===== config.mk =====
export PLATFORM = sky130hd
export DESIGN_NAME = alarm_control_fsm
export DESIGN_NICKNAME = d
export VERILOG_FILES = /design/src/rtl/alarm_control_fsm.sv
export SDC_FILE = /design/constraint.sdc
export NUM_CORES = 1
export LEC_CHECK = 0
export ABC_AREA = 1
export CORE_MARGIN = 5
export CORE_UTILIZATION = 35
export DETAILED_ROUTE_END_ITERATION = 16
export PLACE_DENSITY = 0.63
export SLEW_MARGIN = 15
export SYNTH_ARGS = -nofsm -noshare
export SYNTH_HDL_FRONTEND = slang
export SYNTH_SLANG_ARGS = --single-unit

===== constraint.sdc =====
create_clock -name clock_25mhz -period 3.5 [get_ports clock_25mhz]
set_clock_uncertainty 0.2 [all_clocks]
set_input_delay 0.35 -clock clock_25mhz [delete_from_list [all_inputs] [get_ports clock_25mhz]]
set_output_delay 0.35 -clock clock_25mhz [all_outputs]
set_load 0.01 [all_outputs]

===== src/rtl/alarm_control_fsm.sv =====
// Car-alarm sequencing controller: arm/trigger/siren timing from ignition, door and 1 Hz tick inputs.
// Status code, siren and seconds-remaining are registered alongside the state, so no input reaches an output combinationally.
module alarm_control_fsm #(
  parameter int unsigned T_ARM_DELAY       = 6,
  parameter int unsigned T_DRIVER_DELAY    = 8,
  parameter int unsigned T_PASSENGER_DELAY = 15,
  parameter int unsigned T_ALARM_ON        = 10
) (
  input  logic       clock_25mhz,
  input  logic       reset_n,
  input  logic       one_hz_enable,
  input  logic       ignition,
  input  logic       driver_door,
  input  logic       passenger_door,
  output logic [1:0] status_indicator_led_status,
  output logic       siren,
  output logic [3:0] time_remaining
);

  // state             | meaning
  // S_ARMED           | armed, LED blinking, watching both doors
  // S_TRIGGERED       | door opened while armed, grace countdown running
  // S_SOUNDING        | siren on, waiting for every door to close
  // S_SOUND_HOLD      | siren on, hold countdown after doors closed
  // S_DISARMED        | ignition on (or just dropped)
  // S_WAIT_DOOR_OPEN  | ignition off, waiting for driver to get out
  // S_WAIT_DOOR_CLOSE | driver door open, waiting for it to close
  // S_ARM_DELAY       | driver door closed, arm countdown running
  typedef enum logic [2:0] {
    S_ARMED           = 3'd0,
    S_TRIGGERED       = 3'd1,
    S_SOUNDING        = 3'd2,
    S_SOUND_HOLD      = 3'd3,
    S_DISARMED        = 3'd4,
    S_WAIT_DOOR_OPEN  = 3'd5,
    S_WAIT_DOOR_CLOSE = 3'd6,
    S_ARM_DELAY       = 3'd7
  } state_t;

  localparam logic [1:0] LED_OFF   = 2'b00;
  localparam logic [1:0] LED_SOLID = 2'b01;
  localparam logic [1:0] LED_BLINK = 2'b11;

  localparam logic [3:0] LOAD_ARM       = 4'(T_ARM_DELAY);
  localparam logic [3:0] LOAD_DRIVER    = 4'(T_DRIVER_DELAY);
  localparam logic [3:0] LOAD_PASSENGER = 4'(T_PASSENGER_DELAY);
  localparam logic [3:0] LOAD_ALARM_ON  = 4'(T_ALARM_ON);

  state_t     state;
  state_t     state_next;
  logic [3:0] count;
  logic [3:0] count_next;
  logic [3:0] count_dec;
  logic       expire;
  logic       any_door;

  function automatic logic [1:0] led_code(input state_t s);
    case (s)
      S_ARMED:                                return LED_BLINK;
      S_TRIGGERED, S_SOUNDING, S_SOUND_HOLD:  return LED_SOLID;
      default:                                return LED_OFF;
    endcase
  endfunction

  function automatic logic siren_code(input state_t s);
    return (s == S_SOUNDING) || (s == S_SOUND_HOLD);
  endfunction

  // Terminal count is 1 so the state leaves on the same tick that drains the counter to 0.
  assign expire    = one_hz_enable && (count == 4'd1);
  assign count_dec = (one_hz_enable && (count != 4'd0)) ? count - 4'd1 : count;
  assign any_door  = driver_door || passenger_door;

  always_comb begin
    state_next = state;
    count_next = 4'd0;
    if (ignition) begin
      state_next = S_DISARMED;
    end else begin
      case (state)
        S_ARMED: begin
          if (driver_door) begin
            state_next = S_TRIGGERED;
            count_next = LOAD_DRIVER;
          end else if (passenger_door) begin
            state_next = S_TRIGGERED;
            count_next = LOAD_PASSENGER;
          end
        end
        S_TRIGGERED: begin
          if (expire) state_next = S_SOUNDING;
          else        count_next = count_dec;
        end
        S_SOUNDING: begin
          if (!any_door) begin
            state_next = S_SOUND_HOLD;
            count_next = LOAD_ALARM_ON;
          end
        end
        S_SOUND_HOLD: begin
          if (any_door)    state_next = S_SOUNDING;
          else if (expire) state_next = S_ARMED;
          else             count_next = count_dec;
        end
        S_DISARMED: begin
          state_next = S_WAIT_DOOR_OPEN;
        end
        S_WAIT_DOOR_OPEN: begin
          if (driver_door) state_next = S_WAIT_DOOR_CLOSE;
        end
        S_WAIT_DOOR_CLOSE: begin
          if (!driver_door) begin
            state_next = S_ARM_DELAY;
            count_next = LOAD_ARM;
          end
        end
        S_ARM_DELAY: begin
          if (driver_door) state_next = S_WAIT_DOOR_CLOSE;
          else if (expire) state_next = S_ARMED;
          else             count_next = count_dec;
        end
        default: begin
          state_next = S_ARMED;
        end
      endcase
    end
  end

  always_ff @(posedge clock_25mhz or negedge reset_n) begin
    if (!reset_n) begin
      state                       <= S_ARMED;
      count                       <= 4'd0;
      status_indicator_led_status <= LED_BLINK;
      siren                       <= 1'b0;
      time_remaining              <= 4'd0;
    end else begin
      state                       <= state_next;
      count                       <= count_next;
      status_indicator_led_status <= led_code(state_next);
      siren                       <= siren_code(state_next);
      time_remaining              <= count_next;
    end
  end

endmodule

# After elaboration in Yosys (flattened, before gate mapping)

Cells that the tools add are included.

Register bits after elaboration: 10
Bits in latches: 0
Memory bits (writable): 0
Memory bits (read-only): 0
Input port bits: 6
Output and inout port bits: 7
Memories: 0

$add $sub $neg: 1
Multipliers: 0
Div/mod/pow operators: 0
$lt $le $gt $ge: 0
Eq/ne operators: 11
Shift operators: 0
Muxes and demuxes: 22
Bitwise operators: 0
Reduce and logical (&&, ||, !) cells: 8

Operators with widths:

| kind                  | number |
|---|---|
| $mux W3               | 11 |
| $mux W4               | 8 |
| $pmux W3 S8           | 1 |
| $pmux W4 S6           | 1 |
| $eq A3 B2 Y1 const B  | 4 |
| $eq A3 B3 Y1 const B  | 4 |
| $eq A3 B1 Y1 const B  | 2 |
| $logic_not A3 Y1      | 2 |
| $eq A4 B1 Y1 const B  | 1 |
| $pmux W2 S2           | 1 |
| $reduce_bool A4 Y1    | 1 |
| $sub A4 B1 Y4 const B | 1 |
| $reduce_or A3 Y1      | 1 |
| $logic_and A1 B1 Y1   | 2 |
| $logic_or A1 B1 Y1    | 2 |

# Logic depth before layout (Yosys ltp)

Gate-level depths: netlist of the first run.

Depth after elaboration: 9
Gate-level depth with buffers: 9
Mapped depth without buffers: 9

# Worst setup path after synthesis of the first run

No wires, ideal clock.

Kind: reg-to-reg
Start: reg count[0]
End: reg count[0]
Library setup time: 0.115 ns
Arrival: 1.191 ns
Setup slack: 1.994 ns
Stages on the path, launching flop included: 9
Buffers on the path: 0
Clock period less this slack: 1.506 ns
Path through: dfrtp_1 inv_1 ha_1 a21boi_0 nand2_1 nand2_1 nor2_1 nor2_1 nor2_1

Word-level cells in the longest chain between the ends: 7
Elaborated cells between the ends (all ways): 11

RTL lines:

| item                                                  | RTL line     | RTL |
|---|---|---|
| from (decl)                                           | 51           | `logic [3:0] count;` |
| from (signal assigned)                                | 138          | `count <= count_next;` |
| branches (longest 3 deep; another with $sub A4 B1 Y4) | n/a          |  |
| $mux W4 *                                             | 91, 102, 119 |  |
| $mux W4 (on tied branches)                            | 118, 101     |  |
| $pmux W4 S6 *                                         | 80           | `case (state)` |
| $mux W4 *                                             | 77           | `if (ignition) begin` |
| via count_next[0]                                     | 52           | `logic [3:0] count_next;` |

Mark *: on every way through the listed nets, which the timed path passes.

# Worst setup path in the final report of the first run

Start: reg status_indicator_led_status[0]
End: out status_indicator_led_status[0]

RTL lines:

| item                   | RTL line | RTL |
|---|---|---|
| from (decl)            | 15       | `output logic [1:0] status_indicator_led_status,` |
| from (signal assigned) | 139      | `status_indicator_led_status <= led_code(state_next);` |

No word-level cell between the ends.

==> results of run 1 <==
-- power breakdown --
part	internal [W]	switching (W)
logic	0.0000125	0.0000170
clock network	0.0000631	0.0000413
registers	0.000118	0.00000372
-- sequential cells by signal (all words and copies together), names as in the netlist --
signal and count:
count 4, siren 1, status_indicator_led_status 2, state 3
-- placed cells by master, fill, tap and decap left out --
| master | count |
|---|---|
| o21ai_0 | 1 |
| clkbuf_4 | 3 |
| a21oi_1 | 4 |
| dfstp_2 | 2 |
| nand3_1 | 8 |
| a21boi_0 | 1 |
| nor2_1 | 13 |
| nand4_1 | 2 |
| clkbuf_8 | 1 |
| inv_1 | 14 |
| o21ai_1 | 1 |
| nand2_2 | 2 |
| ha_1 | 2 |
| inv_2 | 1 |
| or2_2 | 1 |
| clkdlybuf4s50_1 | 12 |
| dfrtp_1 | 8 |
| nand2_1 | 32 |
| nor2_2 | 1 |
| nor3_1 | 2 |
| xor2_1 | 1 |
-- cell usage after synthesis (all sizes together) --
library cell / count
inv: 15
nor3: 2
nand3: 8
a21oi: 4
xor2: 1
nor2: 14
o21ai: 2
a21boi: 1
nand4: 2
or2: 1
dfstp: 2
nand2: 34
ha: 2
dfrtp: 8
-- metal layers --
metal | up-vias | GRT usage, %
met1 | 274 | 12.7
met4 | 0 | 6.38
li1 | 328 | -
met2 | 14 | 19.8
met5 | - | 0
met3 | 2 | 3.42
-- area by class of cell --
class | count | area [um^2]
multi-input combinational | 71 | 328
inverter | 15 | 56.3
tap | 25 | 31.3
fill | 188 | 902
timing repair buffer | 12 | 120
clock buffer | 4 | 36.3
sequential | 10 | 253
-- cell families (layout without fill, tap and decap cells) --
family	after synthesis	count (layout)	synth area share, %
and+or+nand+nor	61	61	40.3
buffers and inverters	15	31	8.84
DFF	10	10	39.7
AOI/OAI and AO/OA	7	7	5.89
adders and majority gates	2	2	3.93
xor gates and xnor gates	1	1	1.38
-- how the worst max path moves through the flow --
stage	to	depth (start not counted)	slack, ns
5_1_grt	status_indicator_led_status[0]	1	1.59
4_1_cts	status_indicator_led_status[1]	1	1.62
3_3_place_gp	state[0]	6	1.69
6_report	status_indicator_led_status[0]	1	1.64
2_1_floorplan	count[0]	8	1.99
3_5_place_dp	state[0]	6	1.68
-- through the flow --
stage	cells	util (%)	setup slack (ns)	area, um^2	hold slack (ns)
finish	137	47.8	1.64	825	0.201
CTS	137	47.8	1.62	825	0.202
floorplan	96	-	1.99	637	-0.146
global placement	133	45.7	1.69	788	0.411
global route	137	47.8	1.59	825	0.208
detailed placement	133	45.7	1.68	788	0.403
==> impl_metrics.toml, run 1 <==
[floorplanning]
initial_core_util_pct = 36.9
io_pins = 13
die_area_um2 = 2770
die_width_um = 52.7
core-area_um2 = 1730
chipHeight_um = 52.7
row_count = 15

[routing]
wl_um = 1350
routed-wl-met2_um = 683
wl_met1_um = 592
vias = 618
drt_iter0_drc = 20
drt-wirelength-per-cell_um = 9.82
remaining_drc_errors = 0
detail_route.vias_per_cell = 4.51
routed.top_layer = "met4"
ant_nets = 0
wl_met3_um = 57
drt_pass1_iterations = 4

[setup_path]
max_stage_delay_ns = 0.53
startpoint_type = "register"
reg2reg_setup_slack_ns = 1.95
end_kind = "output pin"
crit_chain = "clkdlybuf4s50_1"
worstReg2RegEnd = "siren"
reg2reg_depth = 9
worstReg2RegStart = "count[1]"
cpMaxStageDelayCell = "clkdlybuf4s50_1"
critPathRequiredTime_ns = 2.95
path_class = "reg -> out"
path_buf_inv = 1
cp-startpoint = "status_indicator_led_status[0]"
crit_fanout = 1
critical_path.top_delay_family = "buffers and inverters"
arrival_ns = 1.31

[synthesis]
yosys.area.top_type = "dfrtp_1"
ys_top_cells_by_area = "dfrtp_1 (31%), nand2_1 (19%), dfstp_2 (8.3%)"
synth_top_cell_area_share_pct = 31.4
syn_area_per_cell_um2 = 6.63
synth_nets = 104
syn_area_um2 = 637
yosysUniqueCellTypes = 18
yosysSeqAreaShare_pct = 39.7
ys_ff_latch = 10
synthCells = 96
yosys_warnings = 0

[cts]
cts_setup_buffers = 0
cts-root-buf = "clkbuf_4"
clkLatencyLatePin_ns = 0.26
clk_pin_slew_worst_paths_ns = 0.07
cts_tree = "yes"
cts_made_buffers = 3
postCtsHoldBufs = 0
clock_path_buffers = 2
cts.repair.resized = 0
clkSinkCount = 10
cts-htree-levels = 1

[run]
drv_cap = 0

[worst_hold_path]
hp-class = "in -> async"

[sta]
hold_viol = 0
slew_headroom_pct = 69.1
worstMarginPinSlew_ns = 0.462
rsz0062_at_grt = "no"
tns_ns = 0
slew_viol_final = 0
clock.fmax_mhz = 538
fin_crit_sh_pct = 53.1
setup_viol = 0
min_period_ns = 1.86

[cells_and_area]
layout-drive-gt1-share_pct = 9.82
antenna_cells = 0
nets = 121
area_delta_synth_final_pct = 29.5

[pwr]
p_per_area_nw_per_um2 = 310
power_w = 0.000256
p_leak_nw = 0.405
irDropWorstVdd_mv = 0.196

[place]
hpwlAfterDp_um = 1120
io_buffer_count = 12
place.gp.congestion = 0.772

[grt]
grt_max_degree = 11
grt_pass1_wl_um = 2280
grt_pass1_vias = 590
gr-usage-all-layers_pct = 11.6
antenna_found_initial = 0
grt_overflow = 0

[outcome]
status = "complete, no violations"
Power figures use the tool's default switching activity.
==> inputs of run 2 (changes only) <==
--- a/config.mk
+++ b/config.mk
@@ -9,7 +9,7 @@
 export CORE_MARGIN = 5
 export CORE_UTILIZATION = 35
 export DETAILED_ROUTE_END_ITERATION = 16
-export PLACE_DENSITY = 0.63
+export PLACE_DENSITY = 0.65
 export SLEW_MARGIN = 15
 export SYNTH_ARGS = -nofsm -noshare
 export SYNTH_HDL_FRONTEND = slang
==> constraint.sdc (replaced) <==
create_clock -name clock_25mhz -period 1.5 [get_ports clock_25mhz]
set_clock_uncertainty 0.2 [all_clocks]
set_input_delay 0.15 -clock clock_25mhz [delete_from_list [all_inputs] [get_ports clock_25mhz]]
set_output_delay 0.15 -clock clock_25mhz [all_outputs]
set_load 0.01 [all_outputs]
==> run 2 against run 1 <==
Compared with the run above:
- the run now ends with negative hold slack, negative setup slack left
- cell count up 3.6%
- clock power grew 140%
- critical endpoint is now siren
- combinational power grew to 2.9 times the previous value
- via count up 7.9%
- final area increased by 13%
- first-iteration DRC count decreased by 70%
- routed wire length rose by 19%
- worst setup slack worse by 1.7 ns
- worst hold slack lost 0.22 ns
- sequential share of layout area fell by 3.2 points
- non-clock buffer count is 5 higher
==> impl_metrics.toml, run 2 (synthesis gave the netlist of run 1 again) <==
[outcome]
status = "finished with violations"
violations = "negative hold slack, negative setup slack"

[setup_path]
startpoint_type = "register"
arrival_ns = 1.47
critPathRequiredTime_ns = 1.46
cp-startpoint = "count[1]"
max_stage_delay_ns = 0.38
crit_top_cell = "nand2_2"
path_class = "reg -> reg"
cpMaxStageDelayCell = "dfrtp_1"
crit_end = "siren"
end_kind = "register"
worstReg2RegEnd = "siren"
worstReg2RegStart = "count[1]"
crit_chain = "inv_2, ha_4, nand2_2, nor2_4, nand3_2, nand2_2, nand2_2, nand2_4, nor2_2"
reg2reg_depth = 9
crit_fanout = 2
reg2reg_setup_slack_ns = -0.01

[cts]
clk_pin_slew_worst_paths_ns = 0.08
cts-htree-levels = 1
clock_path_buffers = 2
cts_tree = "yes"
postCtsHoldBufs = 0
clkLatencyLatePin_ns = 0.28
cts_made_buffers = 3
clkSinkCount = 10
cts-root-buf = "clkbuf_4"

[sta]
min_period_ns = 1.51
fin_crit_sh_pct = 101
worst_slack_ns = -0.0108
hold_viol = 8
slew_viol_final = 0
setup_viol = 1
slew_headroom_pct = 70.0
hold_slack_ns = -0.0195
clock.fmax_mhz = 662
worstMarginPinSlew_ns = 0.448
tns_ns = -0.0108
rsz0062_at_grt = "yes"

[floorplanning]
die_width_um = 52.7
initial_core_util_pct = 36.9
core-area_um2 = 1730
row_count = 15
die_area_um2 = 2770
chipHeight_um = 52.7
io_pins = 13

[grt]
grt_max_degree = 11
grt_overflow = 0
antenna_found_initial = 0
gr-usage-all-layers_pct = 12.0
grt_pass1_vias = 644
grt_pass1_wl_um = 2400

[routing]
routed-wl-met2_um = 790
vias = 667
drt-wirelength-per-cell_um = 11.3
ant_nets = 0
remaining_drc_errors = 0
drt_iter0_drc = 6
routed.top_layer = "met4"
wl_met3_um = 111
wl_um = 1600
wl_met1_um = 662
drt_pass1_iterations = 4
detail_route.vias_per_cell = 4.70

[cells_and_area]
nets = 126
antenna_cells = 0
final_cells = 142
layout_commonest_cell = "nand2_1"
final_core_utilization_pct = 54.1
final_area_um2 = 933
reg_top3 = "count x4, state x3, status_indicator_led_status x2"
layout-drive-gt1-share_pct = 31.6
layout_common_cells = "nand2_1 (27), inv_1 (10), nor2_1 (9)"
area_delta_synth_final_pct = 46.6
fill_cells = 182
regMostFlops = "count"
largest_reg_flops = 4

[place]
io_buffer_count = 12
place.gp.congestion = 0.891
post_dp_cell_area_um2 = 818
hpwlAfterDp_um = 1190
dp.cells = 137

[worst_hold_path]
hp-class = "in -> async"

[pwr]
p_leak_nw = 0.480
p_per_area_nw_per_um2 = 670
irDropWorstVdd_mv = 0.575

[run]
drv_cap = 0
==> run 2: cell types whose count changed in the layout (fill, tap and decap cells not counted), sizes merged <==
cell / change
dlymetal6s2s: +1
clkdlybuf4s15: +1
clkdlybuf4s50: -7
buf: +5
dlygate4sd2: +5
==> run 2: per-stage QoR <==
step	total power (W)	setup slack (ns)
floorplan	0.000325	0.0418
global placement	0.000364	-0.110
detailed placement	0.000365	-0.132
CTS	0.000611	-0.00576
global route	0.000653	-0.100
finish	0.000626	-0.0108
==> run 2: per-layer routing <==
layer  global-route usage, %  up-vias
met5                       0        -
met4                    6.38        0
met3                    3.13        8
met2                    20.7       25
met1                    13.2      294
li1                        -      340
==> run 2: worst max-delay path: cells and delay by family, from the launching register on <==
family	cells	cell delay, ns
buffers and inverters	1	0.10
DFF	1	0.38
adders and majority gates	1	0.15
and+or+nand+nor	7	0.57
==> run 2: layout make-up <==
class / count / area [um^2] / share of cell area (%)
clock buffer: 4 / 36.3 / 3.89
inverter: 15 / 56.3 / 6.03
multi-input combinational: 71 / 399 / 42.8
sequential: 10 / 256 / 27.5
tap: 25 / 31.3 / 3.35
timing repair buffer: 17 / 154 / 16.5
==> run 2: where the power goes <==
| part | total, W | internal (W) | switching (W) |
|---|---|---|---|
| clock | 0.000251 | 0.000148 | 0.000103 |
| sequential | 0.000288 | 0.000277 | 0.0000113 |
| combinational | 0.0000870 | 0.0000367 | 0.0000502 |
==> run 2: repair_timing <==
action / 4_1_cts / 5_1_grt
gates resized for setup: 12 / 22
endpoints found under the setup margin: 10 / 9
pin swaps: 1 / 4
buffers inserted: 1 / 0
gates cloned: 0 / 0
==> run 2: how the worst min path moves through the flow <==
stage                           to  slack (ns)  cells after the start
final                     state[1]       -0.02                      1
after global routing         siren        0.04                      1
after CTS                 state[1]        0.01                      1
after detailed placement  state[1]        0.30                      1
after global placement    state[1]        0.30                      1
after floorplan           count[0]       -0.35                      0
==> inputs of run 3 (changes only) <==
--- a/config.mk
+++ b/config.mk
@@ -5,11 +5,10 @@
 export SDC_FILE = /design/constraint.sdc
 export NUM_CORES = 1
 export LEC_CHECK = 0
-export ABC_AREA = 1
 export CORE_MARGIN = 5
-export CORE_UTILIZATION = 35
+export CORE_UTILIZATION = 44
 export DETAILED_ROUTE_END_ITERATION = 16
-export PLACE_DENSITY = 0.65
+export PLACE_DENSITY = 0.77
 export SLEW_MARGIN = 15
 export SYNTH_ARGS = -nofsm -noshare
 export SYNTH_HDL_FRONTEND = slang
==> run 3 against run 2 <==
Compared with the run above:
- the run ends with negative setup slack left
- worst hold slack improved by 0.49 ns
- area after synthesis is 6.9% higher
- clock power is 21% lower
- sequential share of layout area decreased by 5.4 points
- routed wire length rose by 46%
- via count is 16% higher
- sequential power about the same
- critical path type unchanged
- largest cell class unchanged
- highest routed layer unchanged
==> impl_metrics.toml, run 3 <==
[outcome]
status = "finished with violations"
violations = "negative setup slack"

[cells_and_area]
reg_top3 = "count x4, state x3, status_indicator_led_status x2"
largest_reg_flops = 4
layout-drive-gt1-share_pct = 49.1
antenna_cells = 0
nets = 125
regMostFlops = "count"
area_delta_synth_final_pct = 68.0
final_cells = 132
final_area_um2 = 1140
layout_commonest_cell = "buf_4"
layout_common_cells = "buf_4 (29), dfrtp_1 (8), nor2_1 (6)"

[setup_path]
startpoint_type = "register"
end_kind = "register"
max_stage_delay_ns = 0.45
critPathRequiredTime_ns = 1.46
path_class = "reg -> reg"
cpMaxStageDelayCell = "dfrtp_1"
crit_chain = "inv_2, ha_4, or3b_4, nand3_1, xor2_1, o31ai_2"
arrival_ns = 1.79
crit_fanout = 6

[synthesis]
syn_area_um2 = 681
synth_nets = 81
ys_ff_latch = 10
syn_area_per_cell_um2 = 9.32
synth_common_cells = "dfrtp_1 (8), a21oi_1 (6), inv_1 (6), nor2_1 (6), nand3_1 (4)"
yosysMostFrequentCell = "dfrtp_1"
yosys.area.top_type = "dfrtp_1"
synth_async_sr_flop_share_pct = 100
synth_top_cell_area_share_pct = 29.4
synth_ff_type = "dfrtp_1"
yosysUniqueCellTypes = 37
synth_edf_count = 0
synthCells = 73
ys_top_cells_by_area = "dfrtp_1 (29%), dfstp_2 (7.7%), a21oi_1 (4.4%)"
yosys_warnings = 0
yosysSeqAreaShare_pct = 37.1

[cts]
cts-root-buf = "clkbuf_4"
clkLatencyLatePin_ns = 0.27
cts_made_buffers = 3
cts-htree-levels = 1
clkSinkCount = 10
cts_tree = "yes"
clock_path_buffers = 2
clk_pin_slew_worst_paths_ns = 0.07

[sta]
rsz0062_at_grt = "yes"
worst_slack_ns = -0.331
slew_headroom_pct = 68.5
worstMarginPinSlew_ns = 0.471
fin_crit_sh_pct = 122
hold_viol = 0
clock.fmax_mhz = 546
setup_viol = 10
slew_viol_final = 0
min_period_ns = 1.83

[floorplanning]
die_width_um = 49.3
die_area_um2 = 2430
core-area_um2 = 1490
io_pins = 13
initial_core_util_pct = 45.7
chipHeight_um = 49.3
row_count = 14

[pwr]
p_comb_share_pct = 21.0
p_leak_nw = 0.513
internal_power_w = 0.000443
power_frac_clock_pct = 32.4
p_per_area_nw_per_um2 = 537
netSwitchingPower_w = 0.000172
irDropWorstVdd_mv = 0.600
p_seq_share_pct = 46.6
power_w = 0.000615
swShare_pct = 28.0

[grt]
grt_pass1_wl_um = 3460
use_met3_pct = 4.59
grt_pass1_vias = 832
grtUsageMet2_pct = 35.4
grt_max_degree = 11
top_usage_layer = "met2"
grt_overflow = 0
gr-usage-all-layers_pct = 18.5
antenna_found_initial = 0
use_met1_pct = 16.7

[routing]
wl_um = 2330
detail_route.vias_per_cell = 5.89
drt_iter0_drc = 20
drt-wirelength-per-cell_um = 17.7
drt_pass1_iterations = 4
remaining_drc_errors = 0
ant_nets = 0
vias = 777

[place]
io_buffer_count = 12
hpwlAfterDp_um = 1380
dp.cells = 121
place.gp.congestion = 0.799
post_dp_cell_area_um2 = 983

[worst_hold_path]
hp-class = "in -> reg"

[run]
drv_cap = 0
==> run 3: cell types whose count changed after synthesis, moves of 2 or more <==
cell     previous run  this run
a21o_1              0         2
a21oi_1             4         6
buf_2               0         3
inv_1              14         6
nand2_1            32         1
nand2_2             2         0
nand3_1             8         4
nor2_1             13         6
nor3b_1             0         2
==> run 3: cell families (layout without fill, tap and decap cells) <==
kind of cell	after synthesis	in the layout	share of synthesized area (%)
compound gates	23	23	24.8
xor+xnor	2	2	2.57
fa+ha+maj	2	2	3.68
buf+inv	11	54	7.72
flops	10	10	37.1
simple gates	25	25	24.1
==> run 3: power by group through the flow <==
| stage | clock [W] | sequential (W) | combinational [W] |
|---|---|---|---|
| after CTS | 0.000205 | 0.000286 | 0.000121 |
| after global placement | 0 | 0.000290 | 0.000107 |
| after detailed placement | 0 | 0.000290 | 0.000111 |
| final | 0.000199 | 0.000287 | 0.000129 |
| after floorplan | 0 | 0.000284 | 0.0000529 |
| after global routing | 0.000228 | 0.000288 | 0.000138 |
==> run 3: cell type report <==
class	count	area, um^2
Clock buffer	4	26.3
Fill cell	107	345
Inverter	7	26.3
Multi-Input combinational cell	52	465
Sequential cell	10	253
Tap cell	16	20.0
Timing Repair Buffer	43	353
==> run 3: final timing paths <==
path | start | to | slack, ns | cells after the start
max | count[0] | count[2] | -0.33 | 6
min | ignition | count[2] | 0.47 | 3
max reg2reg | count[0] | count[2] | -0.33 | 6
min reg2reg | state[2] | siren | 0.52 | 2
max in group asynchronous | reset_n | status_indicator_led_status[1] | 0.18 | 2
min in group asynchronous | reset_n | state[1] | 0.56 | 2
==> run 3: worst max-delay path, delay by kind of cell, from the launching register on <==
| kind | cells | cell delay [ns] |
|---|---|---|
| AND/OR/NAND/NOR | 2 | 0.53 |
| flip-flops | 1 | 0.45 |
| XOR/XNOR | 1 | 0.21 |
| adder cells (fa/ha/maj) | 1 | 0.12 |
| buffers and inverters | 1 | 0.11 |
| AO/OA/AOI/OAI | 1 | 0.09 |
==> run 3: metal layers <==
layer / wire length, um / share of wire, % / vias up
li1: - / - / 353
met4: 90 / 3.9 / 0
met5: 0 / 0 / -
met2: 1330 / 57 / 31
met1: 809 / 35 / 382
met3: 105 / 4.5 / 11
==> run 3: metrics by stage <==
step                      setup TNS, ns  setup WS (ns)  util [%]  hold slack (ns)
after floorplan                   -1.46         -0.327         -           -0.346
after global placement            -1.91         -0.266      66.1            0.269
after detailed placement          -2.50         -0.392      66.1            0.285
after CTS                         -2.16         -0.284      72.3            0.454
after global routing              -2.89         -0.365      76.8            0.480
final                             -2.42         -0.331      76.8            0.467
==> run 3: repair_timing <==
| action | 4_1_cts | 5_1_grt |
|---|---|---|
| buffers inserted | 3 | 3 |
| hold endpoints to repair | 8 | 0 |
| gates resized for setup | 18 | 10 |
| setup endpoints to repair | 16 | 12 |
| hold buffers | 1 | 0 |
| cloned | 0 | 0 |
| pin swaps | 7 | 8 |
